[config.mk]
export PLATFORM = sky130hd
export DESIGN_NAME = pc_sequencer
export DESIGN_NICKNAME = d
export VERILOG_FILES = /design/src/rtl/pc_seq_pkg.sv /design/src/rtl/ret_stack.sv /design/src/rtl/pc_sequencer.sv
export SDC_FILE = /design/constraint.sdc
export NUM_CORES = 1
export LEC_CHECK = 0
export ABC_AREA = 1
export CORE_ASPECT_RATIO = 2
export CORE_MARGIN = 5
export CORE_UTILIZATION = 30
export CTS_BUF_LIST = sky130_fd_sc_hd__clkbuf_4 sky130_fd_sc_hd__clkbuf_8
export DETAILED_ROUTE_END_ITERATION = 10
export PLACE_DENSITY = 0.49
export SKIP_LAST_GASP = 1
export SLEW_MARGIN = 20
export SYNTH_ARGS = -nofsm -noshare
export SYNTH_HDL_FRONTEND = slang
export SYNTH_SLANG_ARGS = --single-unit
[constraint.sdc]
create_clock -name clk -period 2.76 [get_ports clk]
set_input_delay 0.414 -clock clk [delete_from_list [all_inputs] [get_ports clk]]
set_output_delay 0.414 -clock clk [all_outputs]
set_load 0.01 [all_outputs]
[src/rtl/pc_seq_pkg.sv]
// Shared types and defaults for the pc_sequencer call/return controller.
package pc_seq_pkg;

  localparam int AW_DEFAULT = 10;

  typedef enum logic [2:0] {
    IDLE = 3'd0,
    RUN  = 3'd1,
    XFER = 3'd2,
    DONE = 3'd3,
    ERR  = 3'd4
  } state_e;

endpackage

[src/rtl/ret_stack.sv]
// Return-address LIFO for pc_sequencer; storage is not reset, top reads 0 when empty.
module ret_stack #(
  parameter int DEPTH = 4,
  parameter int AW    = 10
) (
  input  logic                         clk,
  input  logic                         clear,
  input  logic                         push,
  input  logic                         pop,
  input  logic [AW-1:0]                push_addr,
  output logic                         full,
  output logic                         empty,
  output logic [$clog2(DEPTH+1)-1:0]   depth,
  output logic [AW-1:0]                top
);

  localparam int DW = $clog2(DEPTH + 1);
  localparam int IW = (DEPTH > 1) ? $clog2(DEPTH) : 1;

  logic [AW-1:0] mem_q [DEPTH];
  logic [DW-1:0] depth_q, depth_d;
  logic [IW-1:0] wr_idx, rd_idx;
  logic          do_push, do_pop;

  // A full stack wraps wr_idx to 0, which is why rd_idx = wr_idx - 1 still hits the last entry.
  always_comb begin
    wr_idx  = depth_q[IW-1:0];
    rd_idx  = wr_idx - 1'b1;
    full    = (depth_q == DW'(DEPTH));
    empty   = (depth_q == '0);
    do_push = push && !full && !clear;
    do_pop  = pop && !empty && !clear;
    depth_d = depth_q;
    if (clear) begin
      depth_d = '0;
    end else if (do_push) begin
      depth_d = depth_q + 1'b1;
    end else if (do_pop) begin
      depth_d = depth_q - 1'b1;
    end
  end

  always_ff @(posedge clk) begin
    depth_q <= depth_d;
    if (do_push) begin
      mem_q[wr_idx] <= push_addr;
    end
  end

  assign depth = depth_q;
  assign top   = empty ? '0 : mem_q[rd_idx];

endmodule

[src/rtl/pc_sequencer.sv]
// Call/return program-counter sequencer with a return stack.
// Define PC_SEQ_CYCCNT_EN to add the saturating cyc_cnt busy-cycle counter.
module pc_sequencer
  import pc_seq_pkg::*;
#(
  parameter int DEPTH = 4,
  parameter int AW    = AW_DEFAULT
) (
  input  logic                       clk,
  input  logic                       start,
  input  logic                       go,
  input  logic                       halt,
  input  logic                       call,
  input  logic                       ret,
  input  logic [AW-1:0]              target,
  input  logic [AW-1:0]              rp,
  output logic                       jump2sub,
  output logic [AW-1:0]              subroutine,
  output logic                       pc_en,
  output logic                       busy,
  output logic                       done,
  output logic                       err,
  output logic [$clog2(DEPTH+1)-1:0] depth
`ifdef PC_SEQ_CYCCNT_EN
  ,
  output logic [15:0]                cyc_cnt
`endif
);

  state_e        state_q, state_d;
  logic          jump2sub_q, jump2sub_d;
  logic [AW-1:0] subroutine_q, subroutine_d;
  logic          pc_en_q, pc_en_d;
  logic          busy_q, busy_d;
  logic          done_q, done_d;
  logic          err_q, err_d;
  logic          stk_push, stk_pop, stk_clear, stk_full, stk_empty;
  logic [AW-1:0] stk_top, ret_addr;

  assign ret_addr = rp + 1'b1;

  ret_stack #(.DEPTH(DEPTH), .AW(AW)) u_stack (
    .clk       (clk),
    .clear     (stk_clear),
    .push      (stk_push),
    .pop       (stk_pop),
    .push_addr (ret_addr),
    .full      (stk_full),
    .empty     (stk_empty),
    .depth     (depth),
    .top       (stk_top)
  );

  // Outputs are decoded from the next state so they appear registered in the same cycle as the state.
  always_comb begin
    state_d      = state_q;
    subroutine_d = subroutine_q;
    stk_push     = 1'b0;
    stk_pop      = 1'b0;
    stk_clear    = 1'b0;
    case (state_q)
      IDLE: if (go) state_d = RUN;
      RUN: begin
        if (halt) begin
          state_d = DONE;
        end else if (ret) begin
          if (stk_empty) begin
            state_d = ERR;
          end else begin
            stk_pop      = 1'b1;
            subroutine_d = stk_top;
            state_d      = XFER;
          end
        end else if (call) begin
          if (stk_full) begin
            state_d = ERR;
          end else begin
            stk_push     = 1'b1;
            subroutine_d = target;
            state_d      = XFER;
          end
        end
      end
      XFER: state_d = RUN;
      DONE: begin
        if (go) begin
          stk_clear = 1'b1;
          state_d   = RUN;
        end
      end
      ERR:     state_d = ERR;
      default: state_d = IDLE;
    endcase
    if (start) begin
      state_d   = IDLE;
      stk_push  = 1'b0;
      stk_pop   = 1'b0;
      stk_clear = 1'b1;
    end
    jump2sub_d = (state_d == XFER);
    pc_en_d    = (state_d == RUN);
    busy_d     = (state_d == RUN) || (state_d == XFER);
    done_d     = (state_d == DONE);
    err_d      = (state_d == ERR);
  end

  always_ff @(posedge clk) begin
    if (start) begin
      state_q      <= IDLE;
      jump2sub_q   <= 1'b0;
      subroutine_q <= '0;
      pc_en_q      <= 1'b0;
      busy_q       <= 1'b0;
      done_q       <= 1'b0;
      err_q        <= 1'b0;
    end else begin
      state_q      <= state_d;
      jump2sub_q   <= jump2sub_d;
      subroutine_q <= subroutine_d;
      pc_en_q      <= pc_en_d;
      busy_q       <= busy_d;
      done_q       <= done_d;
      err_q        <= err_d;
    end
  end

  assign jump2sub   = jump2sub_q;
  assign subroutine = subroutine_q;
  assign pc_en      = pc_en_q;
  assign busy       = busy_q;
  assign done       = done_q;
  assign err        = err_q;

`ifdef PC_SEQ_CYCCNT_EN
  logic [15:0] cyc_cnt_q, cyc_cnt_d;

  // A fresh run starts counting from zero; time spent in DONE or ERR is not counted.
  always_comb begin
    cyc_cnt_d = cyc_cnt_q;
    if (((state_q == IDLE) || (state_q == DONE)) && go) begin
      cyc_cnt_d = '0;
    end else if (((state_q == RUN) || (state_q == XFER)) && (cyc_cnt_q != 16'hFFFF)) begin
      cyc_cnt_d = cyc_cnt_q + 16'd1;
    end
  end

  always_ff @(posedge clk) begin
    if (start) begin
      cyc_cnt_q <= '0;
    end else begin
      cyc_cnt_q <= cyc_cnt_d;
    end
  end

  assign cyc_cnt = cyc_cnt_q;
`endif

endmodule

==> key figures, run 1 <==
Status
  – Outcome: complete, no violations

Logic synthesis
  – EDFF count, synth: 40
  – FFs w/ async S/R, synth: 0%
  – Mux cell area share after synthesis: 0%
  – Cell area after synthesis: 2690 um2
  – Largest family of logic cells by synthesized area: simple AND/OR/NAND/NOR gates
  – Post-synthesis sequential area ratio: 60.3%
  – Synth top cells by count: nand2_1, a21oi_1, edfxtp_1
  – Syn_area_per_cell: 9.85 um2
  – Most frequent cell after synthesis: nand2_1
  – Synth Area in Simple Gates: 16.3%
  – Adder-cell share of the synthesized area: 3.07%
  – Share of the synthesized area in the top cell type: 44.7%
  – Post-synthesis net count: 305
  – Dominant cells by area after synthesis: edfxtp_1, dfxtp_1, nand2_1
  – Yosys Warn Count: 0
  – Area leader, netlist: edfxtp_1
  – Flip-flop and latch count after synthesis: 61
  – Compound-Gate Fraction of Synth Area: 11.5%
  – Post-synth top flop: edfxtp_1
  – Post-synthesis cell type count: 25
  – Post-synthesis xor/xnor area fraction: 2.61%
  – Synthesized instance count: 273

Timing
  – RSZ-0062 raised after global routing: no
  – Slew at the pin closest to its max-slew limit: 0.687 ns
  – Final setup TNS: 0 ns
  – Post-layout minimum cycle time: 2.17 ns
  – Clock skew: 0.0108 ns
  – Finish-stage setup viols: 0
  – Worst slew margin: 54.1%
  – Final Max Slew Viols: 0
  – Period utilization: 78.5%
  – Final Hold Fails: 0
  – Fmax achieved: 0.461 GHz

Die
  – Row count: 49
  – Initial Util: 30.2%
  – IO Count: 44
  – Core Footprint: 8890 um2
  – Die Wd: 76.9 um
  – Die Area: 11100 um2
  – Chip height: 144 um

Cells and area
  – Final nets: 356
  – Layout cell share with drive strength beyond 1: 9.12%
  – Area of the multi-input gates: 900 um2
  – Flip-flop and latch area: 1620 um2
  – FILL cells: 874
  – Ant diodes: 0
  – Area grow syn2layout: 27.8%

Power and ir drop
  – Sw frac: 24.7%
  – PwrDens: 602 nW/um2
  – Overall power: 2.07 mW
  – Sequential power share: 49.3%
  – Max IR drop VDD: 0.283 mV
  – Leak: 1.39 nW
  – Power Internal: 1.56 mW
  – Comb pwr share: 13.8%
  – Clock Power Share: 36.9%
  – P_sw: 511 uW

Worst setup path
  – Worst r2r path cells: 11
  – R2R Setup Slk: 0.59 ns
  – Setup CP Type: reg2reg
  – Reg2Reg Launch Point: u_stack.depth[1]$_SDFFE_PP0P_
  – Worst EP required: 3.00 ns
  – Maximum fanout along the worst path: 5
  – CP peak stage delay: 0.46 ns
  – CP Cell Sequence: inv_1 > ha_1 > nand2_1 > nand3_1 > inv_1 > nand3_1 > fa_1 > nand3_1 > nand2_1 > a21oi_1 > nor2_1
  – Crit path top cell by count: nand3_1
  – Buf/Inv on CP: 2
  – Crit start category: flip-flop
  – Crit path max-delay family: adder cells
  – Worst path arrival time: 2.41 ns
  – Worst path slowest cell: dfxtp_1
  – Crit path capture type: flip-flop
  – Worst R2R End: u_stack.depth[2]$_SDFFE_PP0P_
  – Critical path origin: u_stack.depth[1]$_SDFFE_PP0P_

Global route
  – GR Overflow Total: 0
  – GRT Overall Usage: 12.4%
  – Number of global-route vias before repair: 2131
  – Initial antenna violation count: 0
  – First-pass GRT wire length: 10500 um
  – Largest net degree at the start of global routing: 25

Place
  – Routability cong.: 0.768
  – Detail Placement HPWL: 4650 um
  – Port Buffers: 43

Clock network
  – Post-cts sizing count: 0
  – Count of clock tree sinks: 61
  – Root Driver: clkbuf_8
  – Clock tree buffer depth: 2
  – Clock Latency Late Sink: 0.34 ns
  – # hold bufs at CTS: 0
  – Postcts setup bufs: 0
  – CTS Buf Count: 9
  – H-tree depth: 3
  – CTS clk-pin slew, worst paths: 0.07 ns
  – CTS tree: built

Route
  – Drt total wl: 6330 um
  – Via count: 2019
  – Remaining routing DRC violations: 0
  – Routed WL per cell: 14.7 um
  – Final ANT Viol Nets: 0
  – Detailed Route Iter0 Violations: 102
  – Vias per cell: 4.68
  – DR pass1 iterations: 4

Hold path
  – Cell depth of the worst min-delay path: 2
  – HP Class: reg2reg
  – Hold path start: subroutine[7]$_SDFFE_PP0P_
  – Hold Path Sink: subroutine[7]$_SDFFE_PP0P_

Job
  – Max-cap violations: 0
cells by family (layout without fill, tap and decap cells):
logic type / count (synthesis) / in the layout
AND/OR/NAND/NOR: 98 / 98
AO/OA/AOI/OAI: 61 / 61
flip-flops: 61 / 61
buffers and inverters: 39 / 95
XOR/XNOR: 8 / 8
adder cells (fa/ha/maj): 6 / 6
registers in the layout, summed over array words and instances, names as in the netlist:
| register | cells |
|---|---|
| pc_en | 1 |
| done | 1 |
| u_stack.depth | 3 |
| subroutine | 10 |
| busy | 1 |
| state_q | 3 |
| err | 1 |
| jump2sub | 1 |
| u_stack.mem_q | 40 |
cell usage in the layout (no fill, tap or decap):
master and instances:
a41oi_1 1, fa_1 1, nand2_4 1, bufinv_16 1, inv_2 3, ha_1 5, nor3_1 2, clkdlybuf4s50_1 43
buf_4 8, clkinv_1 1, nor2_8 1, clkinv_2 2, o21ai_0 6, a21oi_1 43, edfxtp_1 40, inv_4 1
nor2_1 11, xnor2_1 3, clkbuf_8 9, nand3_1 24, inv_1 24, clkbuf_4 2, clkinvlp_4 1, dfxtp_1 21
o21ai_1 11, nand3_4 1, nand2_1 58, xor2_1 5
worst min-delay path: stages (launching register included):
cell	delay, ns
dfxtp_1	0.31
o21ai_1	0.12
a21oi_1	0.04
layer usage:
layer / vias up / GRT usage [%] / share of wire [%]
met4: 0 / 8.66 / 4.1
met1: 912 / 11.9 / 38
met2: 54 / 23.0 / 53
li1: 1033 / - / -
met5: - / 0 / 0
met3: 20 / 2.45 / 4.1
per-stage QoR:
step | util [%] | hold slack, ns | setup slack, ns | area, um2 | cells
6_report | 38.7 | 0.518 | 0.592 | 3440 | 431
5_1_grt | 38.7 | 0.561 | 0.389 | 3440 | 431
4_1_cts | 38.7 | 0.519 | 0.584 | 3440 | 431
3_5_place_dp | 36.5 | 0.506 | 0.526 | 3250 | 415
3_3_place_gp | 36.5 | 0.508 | 0.603 | 3250 | 415
2_1_floorplan | - | 0.486 | 0.503 | 2690 | 273
final cells by class:
cell class	count	area share, %
clock buffers	11	4.04
clock inverters	5	1.49
inverters	28	3.13
multi-input cells	173	26.2
flip-flops and latches	61	47.2
well taps	102	3.71
repair buffers	51	14.3
power groups by stage:
stage | sequential [mW] | combinational [mW] | clock [mW]
6_report | 1.02 | 0.285 | 0.763
5_1_grt | 1.02 | 0.320 | 0.828
2_1_floorplan | 1.05 | 0.152 | 0
4_1_cts | 1.02 | 0.291 | 0.789
3_5_place_dp | 1.04 | 0.290 | 0
3_3_place_gp | 1.04 | 0.287 | 0
worst max path at each step:
stage                                         end  slack (ns)  cells after the start
detailed placement  u_stack.depth[2]$_SDFFE_PP0P_        0.53                     10
finish              u_stack.depth[2]$_SDFFE_PP0P_        0.59                     11
floorplan           u_stack.mem_q[1][0]$_DFFE_PP_        0.50                      8
CTS                 u_stack.depth[2]$_SDFFE_PP0P_        0.58                     11
global placement    u_stack.depth[2]$_SDFFE_PP0P_        0.60                     12
global route        u_stack.depth[2]$_SDFFE_PP0P_        0.39                     13
Power figures use the tool's default switching activity.
==> run 2, diff against run 1 <==
- clock period: 2.76 -> 2.25 ns (I/O delays scaled with it)
==> run 2 against run 1 <==
Compared with the run above: sequential power up 23%; setup slack worse by 0.23 ns; die area unchanged; clock-buffer cell count down 2; register-to-register slack worse by 0.19 ns; total power up 34%; flip-flop and latch count unchanged; global-route usage down 0.31 points; clock power up 55%; design area up 2.0%; critical endpoint is now depth[0].
==> key figures, run 2 (same netlist as run 1, synthesis figures left out) <==
Hold path
  – Hold path start: u_stack.depth[1]$_SDFFE_PP0P_
  – HP Class: reg2reg
  – Hold Path Sink: u_stack.depth[1]$_SDFFE_PP0P_
  – Cell depth of the worst min-delay path: 2 (unchanged)

Worst setup path
  – Worst path slowest cell: clkdlybuf4s50_1
  – Setup CP Type: reg2out
  – Critical path origin: u_stack.depth[0]$_SDFFE_PP0P_
  – Worst r2r path cells: 13 (+2)
  – Critical path depth in cells: 2 (-9)
  – Crit start category: flip-flop
  – Worst EP required: 1.91 ns (-1.09 ns)
  – Worst path arrival time: 1.55 ns (-0.86 ns)
  – Worst R2R End: u_stack.depth[2]$_SDFFE_PP0P_
  – CP Cell Sequence: buf_4 > clkdlybuf4s50_1
  – Crit path max-delay family: buffers and inverters
  – Reg2Reg Launch Point: u_stack.depth[1]$_SDFFE_PP0P_
  – CP peak stage delay: 0.60 ns (+0.14 ns)
  – Maximum fanout along the worst path: 24 (+19)
  – R2R Setup Slk: 0.40 ns (-0.19 ns)
  – Crit path capture type: primary output
  – Buf/Inv on CP: 2 (unchanged)

Job
  – Max-cap violations: 0 (unchanged)

Global route
  – GRT Overall Usage: 12.1% (-0.31 points)
  – GR Overflow Total: 0 (unchanged)
  – Number of global-route vias before repair: 1982 (-7.0%)
  – Largest net degree at the start of global routing: 25 (unchanged)
  – First-pass GRT wire length: 10100 um (-3.4%)
  – Initial antenna violation count: 0 (unchanged)

Timing
  – WHS: 0.518 ns (+0.000510 ns)
  – RSZ-0062 raised after global routing: no
  – Final Max Slew Viols: 0 (unchanged)
  – Worst slew margin: 54.6% (+0.48 points)
  – Post-layout minimum cycle time: 1.89 ns
  – Period utilization: 84.0%
  – Finish-stage setup viols: 0 (unchanged)
  – Slew at the pin closest to its max-slew limit: 0.680 ns (-0.00722 ns)
  – Fmax achieved: 0.529 GHz
  – Clock skew: 0.00920 ns (-0.00164 ns)
  – Final Hold Fails: 0 (unchanged)

Cells and area
  – Layout cell share with drive strength beyond 1: 9.97% (+0.85 points)
  – FILL cells: 872 (-0.23%)
  – Max FFs per register: 40 (unchanged)
  – Leading cell type in the layout, fill and taps excluded: nand2_1
  – Flip-flop and latch area: 1620 um2 (unchanged)
  – Largest Register: u_stack.mem_q
  – Highest-count cells in the layout ignoring fill and taps: nand2_1, a21oi_1, clkdlybuf4s50_1, edfxtp_1
  – Final nets: 358 (+0.56%)
  – Area of the multi-input gates: 900 um2 (unchanged)
  – Ant diodes: 0 (unchanged)
  – Area grow syn2layout: 30.4%

Clock network
  – H-tree depth: 3 (unchanged)
  – CTS clk-pin slew, worst paths: 0.07 ns (about the same)
  – Postcts setup bufs: 0 (unchanged)
  – Clock Latency Late Sink: 0.34 ns (about the same)
  – CTS Buf Count: 9 (unchanged)
  – Clock tree buffer depth: 2 (unchanged)
  – # hold bufs at CTS: 0 (unchanged)
  – CTS tree: built
  – Root Driver: clkbuf_8
  – Post-cts sizing count: 0 (unchanged)
  – Count of clock tree sinks: 61 (unchanged)

Die
  – Die Area: 11100 um2 (unchanged)
  – Core Footprint: 8890 um2 (unchanged)
  – Row count: 49 (unchanged)
  – Die Wd: 76.9 um (unchanged)
  – Initial Util: 30.2% (unchanged)
  – Chip height: 144 um (unchanged)
  – IO Count: 44 (unchanged)

Place
  – Routability cong.: 0.747 (-2.6%)
  – Port Buffers: 43 (unchanged)
  – Detail Placement HPWL: 4380 um (-5.8%)

Route
  – Final ANT Viol Nets: 0 (unchanged)
  – Vias per cell: 4.67 (-0.41%)
  – DR pass1 iterations: 4 (unchanged)
  – Via count: 2020 (+0.050%)
  – Detailed Route Iter0 Violations: 71 (-30%)
  – Routed WL per cell: 14.2 um (-3.4%)
  – Drt total wl: 6150 um (-3.0%)
  – Remaining routing DRC violations: 0 (unchanged)

Power and ir drop
  – Overall power: 2.78 mW (+34%)
  – Max IR drop VDD: 0.341 mV (+20%)
  – PwrDens: 792 nW/um2 (+32%)
  – Leak: 1.42 nW (+2.3%)

Status
  – Outcome: complete, no violations
-- run 2: tightest hold or removal path, delay by kind of cell, from the launching register on --
family / cells / cell delay (ns)
AO/OA/AOI/OAI: 1 / 0.07
buffers and inverters: 1 / 0.09
flip-flops: 1 / 0.31
-- run 2: per-stage QoR --
stage	instances	util (%)	cell area, um2	setup TNS, ns	worst slack, ns
floorplan	273	-	2690	-0.274	-0.00686
global placement	417	36.7	3260	0	0.195
detailed placement	417	36.7	3260	0	0.174
CTS	433	39.4	3510	0	0.325
global route	433	39.4	3510	0	0.158
finish	433	39.4	3510	0	0.360
-- run 2: layout make-up --
cell class	instances	area share, %
Tap cell	102	3.64
Timing Repair Buffer	53	14.4
Sequential cell	61	46.3
Clock buffer	9	3.53
Multi-Input combinational cell	173	25.7
Inverter	28	3.07
Clock inverter	7	3.43
-- run 2: worst max-delay path by stage --
stage                                    end  slack (ns)
2_1_floorplan  u_stack.mem_q[2][0]$_DFFE_PP_      -0.007
3_3_place_gp   u_stack.mem_q[0][8]$_DFFE_PP_        0.20
3_5_place_dp   u_stack.mem_q[2][8]$_DFFE_PP_        0.17
4_1_cts                             depth[0]        0.32
5_1_grt        u_stack.depth[2]$_SDFFE_PP0P_        0.16
6_report                            depth[0]        0.36
-- run 2: power breakdown --
part	total, mW	internal (mW)	switching (mW)
clock network	1.18	0.741	0.439
logic	0.346	0.153	0.194
registers	1.25	1.23	0.0209
-- run 2: routing by layer --
layer | track usage, % | vias up | wire, um
li1 | - | 1030 | -
met1 | 12.1 | 900 | 2270
met2 | 21.8 | 74 | 3320
met3 | 3.58 | 16 | 349
met4 | 6.73 | 0 | 198
met5 | 0 | - | 0
